`src/rtl/bcd_countdown_display_if.sv`:
```
// Control and display bundle for the BCD countdown timer.
// Signalling: there is no valid/ready pair. run is a level sampled on every
// rising clock edge, load is a one-cycle pulse sampled on the edge it is high,
// and every output is valid on every cycle once reset has been released.
interface bcd_countdown_display_if #(
    parameter int NUM_DIGITS = 8
);
    logic                    run;
    logic                    load;
    logic [4*NUM_DIGITS-1:0] preset;
    logic                    a, b, c, d, e, f, g;
    logic                    dp;
    logic [7:0]              an;
    logic                    game_over;
    logic [4*NUM_DIGITS-1:0] value;
    logic [31:0]             dbg_presc;
    logic [31:0]             dbg_scan;
    logic                    dbg_blink_phase;

    modport master (
        output run, load, preset,
        input  a, b, c, d, e, f, g, dp, an, game_over, value,
        input  dbg_presc, dbg_scan, dbg_blink_phase
    );

    modport slave (
        input  run, load, preset,
        output a, b, c, d, e, f, g, dp, an, game_over, value,
        output dbg_presc, dbg_scan, dbg_blink_phase
    );
endinterface

```
`src/rtl/bcd_countdown_display.sv`:
```
// Packed-BCD countdown timer with a multiplexed 7-segment driver, run/pause,
// preset load, leading-zero blanking and blink once the count expires.
module bcd_countdown_display #(
    parameter int          TICK_DIV   = 5000,
    parameter int          NUM_DIGITS = 8,
    parameter logic [31:0] INIT_BCD   = 32'h0018_0000,
    parameter int          SCAN_BITS  = 6,
    parameter int          DP_POS     = 4,
    parameter int          BLINK_BITS = 4
) (
    input  logic clock,
    input  logic reset,
    bcd_countdown_display_if.slave bus
);
    localparam int W  = 4 * NUM_DIGITS;
    localparam int PW = $clog2(TICK_DIV);
    localparam int BW = BLINK_BITS + 1;
    localparam logic [PW-1:0] PMAX     = PW'(TICK_DIV - 1);
    localparam logic [W-1:0]  INIT_VAL = INIT_BCD[W-1:0];

    logic [W-1:0]           r_value;
    logic                   r_game_over;
    logic [PW-1:0]          r_presc;
    logic [BW-1:0]          r_blink;
    logic [SCAN_BITS-1:0]   r_scan;

    logic                   w_tick;
    logic [W-1:0]           w_dec;
    logic [W-1:0]           w_clamp;
    logic [2:0]             w_k;
    logic                   w_phase;
    logic [NUM_DIGITS-1:0]  w_blank_vec;
    logic [3:0]             w_digit;
    logic                   w_blank_sel;
    logic                   w_k_valid;
    logic [6:0]             w_lut;
    logic [6:0]             w_seg;
    logic [7:0]             w_an;
    logic                   w_dp;

    // The prescaler only advances while running or expired (expired keeps blink alive).
    assign w_tick = (bus.run | r_game_over) & (r_presc == PMAX);

    // Ripple-borrow BCD decrement: a zero digit borrows and becomes 9.
    always_comb begin
        logic v_borrow;
        w_dec    = r_value;
        v_borrow = 1'b1;
        for (int i = 0; i < NUM_DIGITS; i++) begin
            if (v_borrow) begin
                if (r_value[4*i +: 4] == 4'd0) begin
                    w_dec[4*i +: 4] = 4'd9;
                end else begin
                    w_dec[4*i +: 4] = r_value[4*i +: 4] - 4'd1;
                    v_borrow        = 1'b0;
                end
            end
        end
    end

    // Non-decimal preset digits are clamped to 9.
    always_comb begin
        w_clamp = '0;
        for (int i = 0; i < NUM_DIGITS; i++) begin
            w_clamp[4*i +: 4] = (bus.preset[4*i +: 4] > 4'd9) ? 4'd9 : bus.preset[4*i +: 4];
        end
    end

    // Count, expiry flag, prescaler and blink counter; load wins over tick.
    always_ff @(posedge clock or posedge reset) begin
        if (reset) begin
            r_value     <= INIT_VAL;
            r_game_over <= (INIT_VAL == '0);
            r_presc     <= '0;
            r_blink     <= '0;
        end else if (bus.load) begin
            r_value     <= w_clamp;
            r_game_over <= (w_clamp == '0);
            r_presc     <= '0;
            r_blink     <= '0;
        end else begin
            if (bus.run | r_game_over) begin
                r_presc <= w_tick ? '0 : r_presc + PW'(1);
            end
            if (w_tick) begin
                if (r_game_over) begin
                    r_blink <= r_blink + BW'(1);
                end else begin
                    r_value     <= w_dec;
                    r_game_over <= (w_dec == '0);
                end
            end
        end
    end

    // Free-running refresh counter for the digit multiplexer.
    always_ff @(posedge clock or posedge reset) begin
        if (reset) begin
            r_scan <= '0;
        end else begin
            r_scan <= r_scan + SCAN_BITS'(1);
        end
    end

    assign w_k     = r_scan[SCAN_BITS-1 -: 3];
    assign w_phase = r_blink[BLINK_BITS];

    // Leading-zero blanking from the top digit down, then select the scanned digit.
    always_comb begin
        logic v_nz;
        v_nz        = 1'b0;
        w_blank_vec = '0;
        w_digit     = 4'd0;
        w_blank_sel = 1'b0;
        w_k_valid   = 1'b0;
        for (int i = NUM_DIGITS - 1; i >= 0; i--) begin
            v_nz           = v_nz | (r_value[4*i +: 4] != 4'd0);
            w_blank_vec[i] = (i > DP_POS) && !v_nz;
        end
        for (int i = 0; i < NUM_DIGITS; i++) begin
            if (int'(w_k) == i) begin
                w_digit     = r_value[4*i +: 4];
                w_blank_sel = w_blank_vec[i];
                w_k_valid   = 1'b1;
            end
        end
    end

    // Digit to segment pattern, bit order {g,f,e,d,c,b,a}.
    always_comb begin
        case (w_digit)
            4'd0:    w_lut = 7'h3F;
            4'd1:    w_lut = 7'h06;
            4'd2:    w_lut = 7'h5B;
            4'd3:    w_lut = 7'h4F;
            4'd4:    w_lut = 7'h66;
            4'd5:    w_lut = 7'h6D;
            4'd6:    w_lut = 7'h7D;
            4'd7:    w_lut = 7'h07;
            4'd8:    w_lut = 7'h7F;
            4'd9:    w_lut = 7'h6F;
            default: w_lut = 7'h00;
        endcase
    end

    // Anodes keep scanning during blink; only segments and dp go dark.
    always_comb begin
        w_an  = w_k_valid ? ~(8'b1 << w_k) : 8'hFF;
        w_seg = (w_k_valid && !w_blank_sel && !w_phase) ? w_lut : 7'h00;
        w_dp  = (int'(w_k) == DP_POS) && !w_phase;
    end

    assign {bus.g, bus.f, bus.e, bus.d, bus.c, bus.b, bus.a} = w_seg;
    assign bus.dp              = w_dp;
    assign bus.an              = w_an;
    assign bus.game_over       = r_game_over;
    assign bus.value           = r_value;
    assign bus.dbg_presc       = 32'(r_presc);
    assign bus.dbg_scan        = 32'(r_scan);
    assign bus.dbg_blink_phase = w_phase;
endmodule

```
`src/flat_wrapper.sv`:
```
// flat-port wrapper written by rule: the top's interface ports become plain ports
module bcd_countdown_display_flat 
#(
    parameter int          TICK_DIV   = 5000,
    parameter int          NUM_DIGITS = 8,
    parameter logic [31:0] INIT_BCD   = 32'h0018_0000,
    parameter int          SCAN_BITS  = 6,
    parameter int          DP_POS     = 4,
    parameter int          BLINK_BITS = 4
)
  (clock, reset, bus_run, bus_load, bus_preset, bus_a, bus_b, bus_c, bus_d, bus_e, bus_f, bus_g, bus_dp, bus_an, bus_game_over, bus_value, bus_dbg_presc, bus_dbg_scan, bus_dbg_blink_phase);
  bcd_countdown_display_if #(.NUM_DIGITS(NUM_DIGITS)) bus_i ();
  input  logic clock;
  input  logic reset;
  input wire logic [$bits(bus_i.run)-1:0] bus_run;
  input wire logic [$bits(bus_i.load)-1:0] bus_load;
  input wire logic [$bits(bus_i.preset)-1:0] bus_preset;
  output wire logic [$bits(bus_i.a)-1:0] bus_a;
  output wire logic [$bits(bus_i.b)-1:0] bus_b;
  output wire logic [$bits(bus_i.c)-1:0] bus_c;
  output wire logic [$bits(bus_i.d)-1:0] bus_d;
  output wire logic [$bits(bus_i.e)-1:0] bus_e;
  output wire logic [$bits(bus_i.f)-1:0] bus_f;
  output wire logic [$bits(bus_i.g)-1:0] bus_g;
  output wire logic [$bits(bus_i.dp)-1:0] bus_dp;
  output wire logic [$bits(bus_i.an)-1:0] bus_an;
  output wire logic [$bits(bus_i.game_over)-1:0] bus_game_over;
  output wire logic [$bits(bus_i.value)-1:0] bus_value;
  output wire logic [$bits(bus_i.dbg_presc)-1:0] bus_dbg_presc;
  output wire logic [$bits(bus_i.dbg_scan)-1:0] bus_dbg_scan;
  output wire logic [$bits(bus_i.dbg_blink_phase)-1:0] bus_dbg_blink_phase;
  assign bus_i.run = bus_run;
  assign bus_i.load = bus_load;
  assign bus_i.preset = bus_preset;
  assign bus_a = bus_i.a;
  assign bus_b = bus_i.b;
  assign bus_c = bus_i.c;
  assign bus_d = bus_i.d;
  assign bus_e = bus_i.e;
  assign bus_f = bus_i.f;
  assign bus_g = bus_i.g;
  assign bus_dp = bus_i.dp;
  assign bus_an = bus_i.an;
  assign bus_game_over = bus_i.game_over;
  assign bus_value = bus_i.value;
  assign bus_dbg_presc = bus_i.dbg_presc;
  assign bus_dbg_scan = bus_i.dbg_scan;
  assign bus_dbg_blink_phase = bus_i.dbg_blink_phase;
  bcd_countdown_display #(.TICK_DIV(TICK_DIV), .NUM_DIGITS(NUM_DIGITS), .INIT_BCD(INIT_BCD), .SCAN_BITS(SCAN_BITS), .DP_POS(DP_POS), .BLINK_BITS(BLINK_BITS)) u_core (.clock(clock), .reset(reset), .bus(bus_i));
endmodule
```
`config.mk`:
```
export PLATFORM = sky130hd
export DESIGN_NAME = bcd_countdown_display_flat
export DESIGN_NICKNAME = d
export VERILOG_FILES = /design/src/rtl/bcd_countdown_display_if.sv /design/src/rtl/bcd_countdown_display.sv /design/src/flat_wrapper.sv
export SDC_FILE = /design/constraint.sdc
export NUM_CORES = 1
export LEC_CHECK = 0
export ABC_AREA = 1
export CAP_MARGIN = 20
export CORE_MARGIN = 2
export CORE_UTILIZATION = 50
export DETAILED_ROUTE_END_ITERATION = 8
export DONT_BUFFER_PORTS = 1
export GPL_ROUTABILITY_DRIVEN = 0
export PLACE_DENSITY = 0.7
export SETUP_SLACK_MARGIN = 0.1
export SYNTH_ARGS = -nofsm -noshare
export SYNTH_HDL_FRONTEND = slang
export SYNTH_SLANG_ARGS = --single-unit
```
`constraint.sdc`:
```
create_clock -name clock -period 2.3 [get_ports clock]
set_input_delay 0.115 -clock clock [delete_from_list [all_inputs] [get_ports clock]]
set_output_delay 0.115 -clock clock [all_outputs]
set_load 0.01 [all_outputs]
```
==> impl_metrics.py <==
metrics = {
    "outcome": {
        "outcome": "finished, violations left",
        "violations": "negative setup slack",
    },
    "synth": {
        "syn_area_per_cell_um2": 6.96,
        "yosys_warnings": 0,
        "ys_seq_elements": 57,
        "synth_top_family_by_area": "simple AND/OR/NAND/NOR gates",
        "synth_simple_gate_area_share_pct": 31.1,
        "ys.flop_type": "dfrtp_1",
        "syn_inst": 639,
        "synthAdderAreaFrac_pct": 2.25,
        "synthArstFlopShare_pct": 100,
        "ys_types": 52,
        "synth-xor-area-share_pct": 2.17,
        "synthMuxAreaShare_pct": 0,
        "seq_area_frac_synth_pct": 32.1,
        "synth_area_mm2": 0.00445,
        "synth-edff-count": 0,
        "synth_compound_area_share_pct": 16.4,
    },
    "setup_path": {
        "crit_arrival_ps": 2380,
        "crit_fanout": 6,
        "endpoint_kind": "primary output",
        "startpoint_type": "register",
        "setup.worst_path.class": "reg2out",
        "crit_required_ps": 2180,
    },
    "floorplan": {
        "ios": 150,
        "fp.dieW_um": 98.3,
        "rows": 34,
        "start_util_pct": 51.3,
        "die_y_um": 98.3,
        "die_area_mm2": 0.00967,
        "coreArea_mm2": 0.00868,
    },
    "routing": {
        "vias": 4660,
        "remaining_drc_errors": 0,
        "dr.first_iter.drc_count": 402,
        "drt-total-wl_um": 13700,
        "ant_nets": 0,
        "dr.pass1.iters": 5,
        "wl_per_cell_um": 17.0,
        "drt-vias-per-instance": 5.81,
    },
    "cts": {
        "cts-htree-levels": 3,
        "clock_sinks": 57,
        "numCtsBuffers": 9,
        "clk_latency_ps": 350,
        "cts.path.max_buffers": 2,
        "cts_tree": "done",
        "path_clk_slew_ps": 70,
        "clock-root-buffer": "clkbuf_8",
    },
    "sta": {
        "max_clock_freq_mhz": 401,
        "grt_setup_unrepaired": "yes",
        "worst_pin_slew_ps": 897,
        "setup_ws_ps": -191,
        "relSlewSlack_pct": 40.1,
        "maxSlewViolCount": 0,
        "whs_ps": 10.8,
        "hold_viol_final": 0,
        "fin_crit_ps": 2490,
        "fin_crit_sh_pct": 108,
        "finClkSkew_ps": 13.4,
        "setup_viol": 7,
    },
    "power_and_ir_drop": {
        "p_total_mw": 3.15,
        "power.density_mw_per_mm2": 596,
        "irDropWorstVdd_v": 0.000298,
        "p_leak_nw": 2.42,
    },
    "final_layout": {
        "regArea_mm2": 0.00145,
        "antenna-diode-count": 0,
        "stdcell_count": 802,
        "final_cell_mix": "nand2_1, nor2_1, inv_1",
        "area_delta_synth_final_pct": 18.8,
        "multi_input_area_mm2": 0.00271,
        "finalInstanceArea_mm2": 0.00528,
        "nNetsFinal": 733,
        "drive_gt1_share_pct": 23.1,
        "fill_cells": 767,
        "layout_commonest_cell": "nand2_1",
    },
    "placed_design": {
        "place_inst": 761,
        "dp_slack_ps": 78.8,
        "dpl-instance-area_mm2": 0.00457,
        "dp_hpwl_um": 9760,
        "port_buffers": 0,
    },
    "global_routing": {
        "grt_max_degree": 43,
        "grt_overflow_total": 0,
        "grt_pass1_vias": 4404,
        "gr-usage-all-layers_pct": 27.2,
        "grt_pass1_wl_um": 21300,
        "antenna_found_initial": 0,
    },
    "worst_hold_path": {
        "hold_path.class": "in2reg",
    },
    "run": {
        "drv_cap": 0,
    },
}
-- cells by family (layout without fill, tap and decap cells) --
logic type                 after synthesis  in the layout
AOI/OAI and AO/OA                      121            121
adders and majority gates                8              8
and+or+nand+nor                        299            300
DFF                                     57             57
xor gates and xnor gates                11             11
buffers and inverters                  142            152
other                                    1             45
-- where the power goes --
group	internal (mW)	switching, mW	total, mW	leakage (nW)
clock network	0.666	0.446	1.11	0.115
logic	0.268	0.514	0.782	1.61
registers	1.09	0.161	1.25	0.694
-- final timing paths --
path,slack (ps),from,cells past startpoint,endpoint
min in group asynchronous,420,reset,2,u_core.r_blink[0]
max in group asynchronous,1110,reset,3,u_core.bus.value[9]
worst max register to register,230,u_core.bus.value[1],14,u_core.bus.game_over
worst min-delay path,10,bus_load,2,u_core.bus.value[25]
worst min register to register,530,u_core.r_blink[1],2,u_core.r_blink[1]
worst max-delay path,-190,u_core.r_scan[4],11,bus_g
-- through the flow --
| step | setup TNS [ps] | utilization, % |
|---|---|---|
| after floorplan | 0 | - |
| after global placement | 0 | 52.6 |
| after detailed placement | 0 | 52.6 |
| after CTS | -341 | 58.6 |
| after global routing | -1530 | 60.9 |
| final | -959 | 60.9 |
-- area by class of cell --
type	instances	area share [%]
clock buffer	11	2.87
clock inverter	5	1.47
inverter	85	6.28
multi-input combinational	485	51.4
sequential	57	27.4
tap	108	2.56
timing repair buffer	51	8.10
-- Yosys cell counts, types with 3 or more instances --
cell	n	area [um2]
nand3_1	35	175
ha_1	8	100
o21ai_1	9	45.0
nor2_4	6	67.6
nor2_2	3	18.8
o21ai_0	34	170
nor2_1	108	405
o221ai_1	3	26.3
a31oi_1	10	62.6
a22oi_1	8	60.1
nor3_1	11	55.1
o22ai_1	10	62.6
nand2_2	3	18.8
nand4_1	5	31.3
o211ai_1	7	52.6
inv_2	10	37.5
a21oi_1	25	125
nor3b_1	4	30.0
clkbuf_1	10	37.5
buf_4	45	338
xor2_1	11	96.3
nand2_1	102	383
inv_1	73	274
nor4_1	6	37.5
or2_2	5	31.3
dfrtp_1	55	1380
-- what timing repair did --
action / 4_1_cts / 5_1_grt
endpoints found under the setup margin: 7 / 19
gates cloned: 0 / 1
setup buffers: 5 / 7
hold endpoints to repair: 59 / 0
resized for setup: 42 / 50
pin swaps: 17 / 20
hold buffers: 12 / 0
-- worst max-delay path, cell delays in order, from the launching register on --
cell and delay, ps:
dfrtp_2 460, inv_6 70, nand3_2 150, o22ai_2 90, nor2_1 130, o2111a_1 230, nand3b_1 150, buf_6 160
ha_2 170, o21ai_2 170, nor2_2 70, nor2_2 170
-- registers in the layout, indices dropped and copies added (netlist names) --
| register | flops |
|---|---|
| u_core.bus.game_over | 1 |
| u_core.r_scan | 6 |
| u_core.r_presc | 13 |
| u_core.r_blink | 5 |
| u_core.bus.value | 32 |
-- routing by layer --
layer	vias up	track usage, %	routed length (um)
li1	2126	-	-
met1	2206	35.9	5430
met2	284	43.9	6340
met3	44	6.16	1400
met4	0	10.0	486
met5	-	0	0
Note: power is estimated with default switching activity, not from simulation.
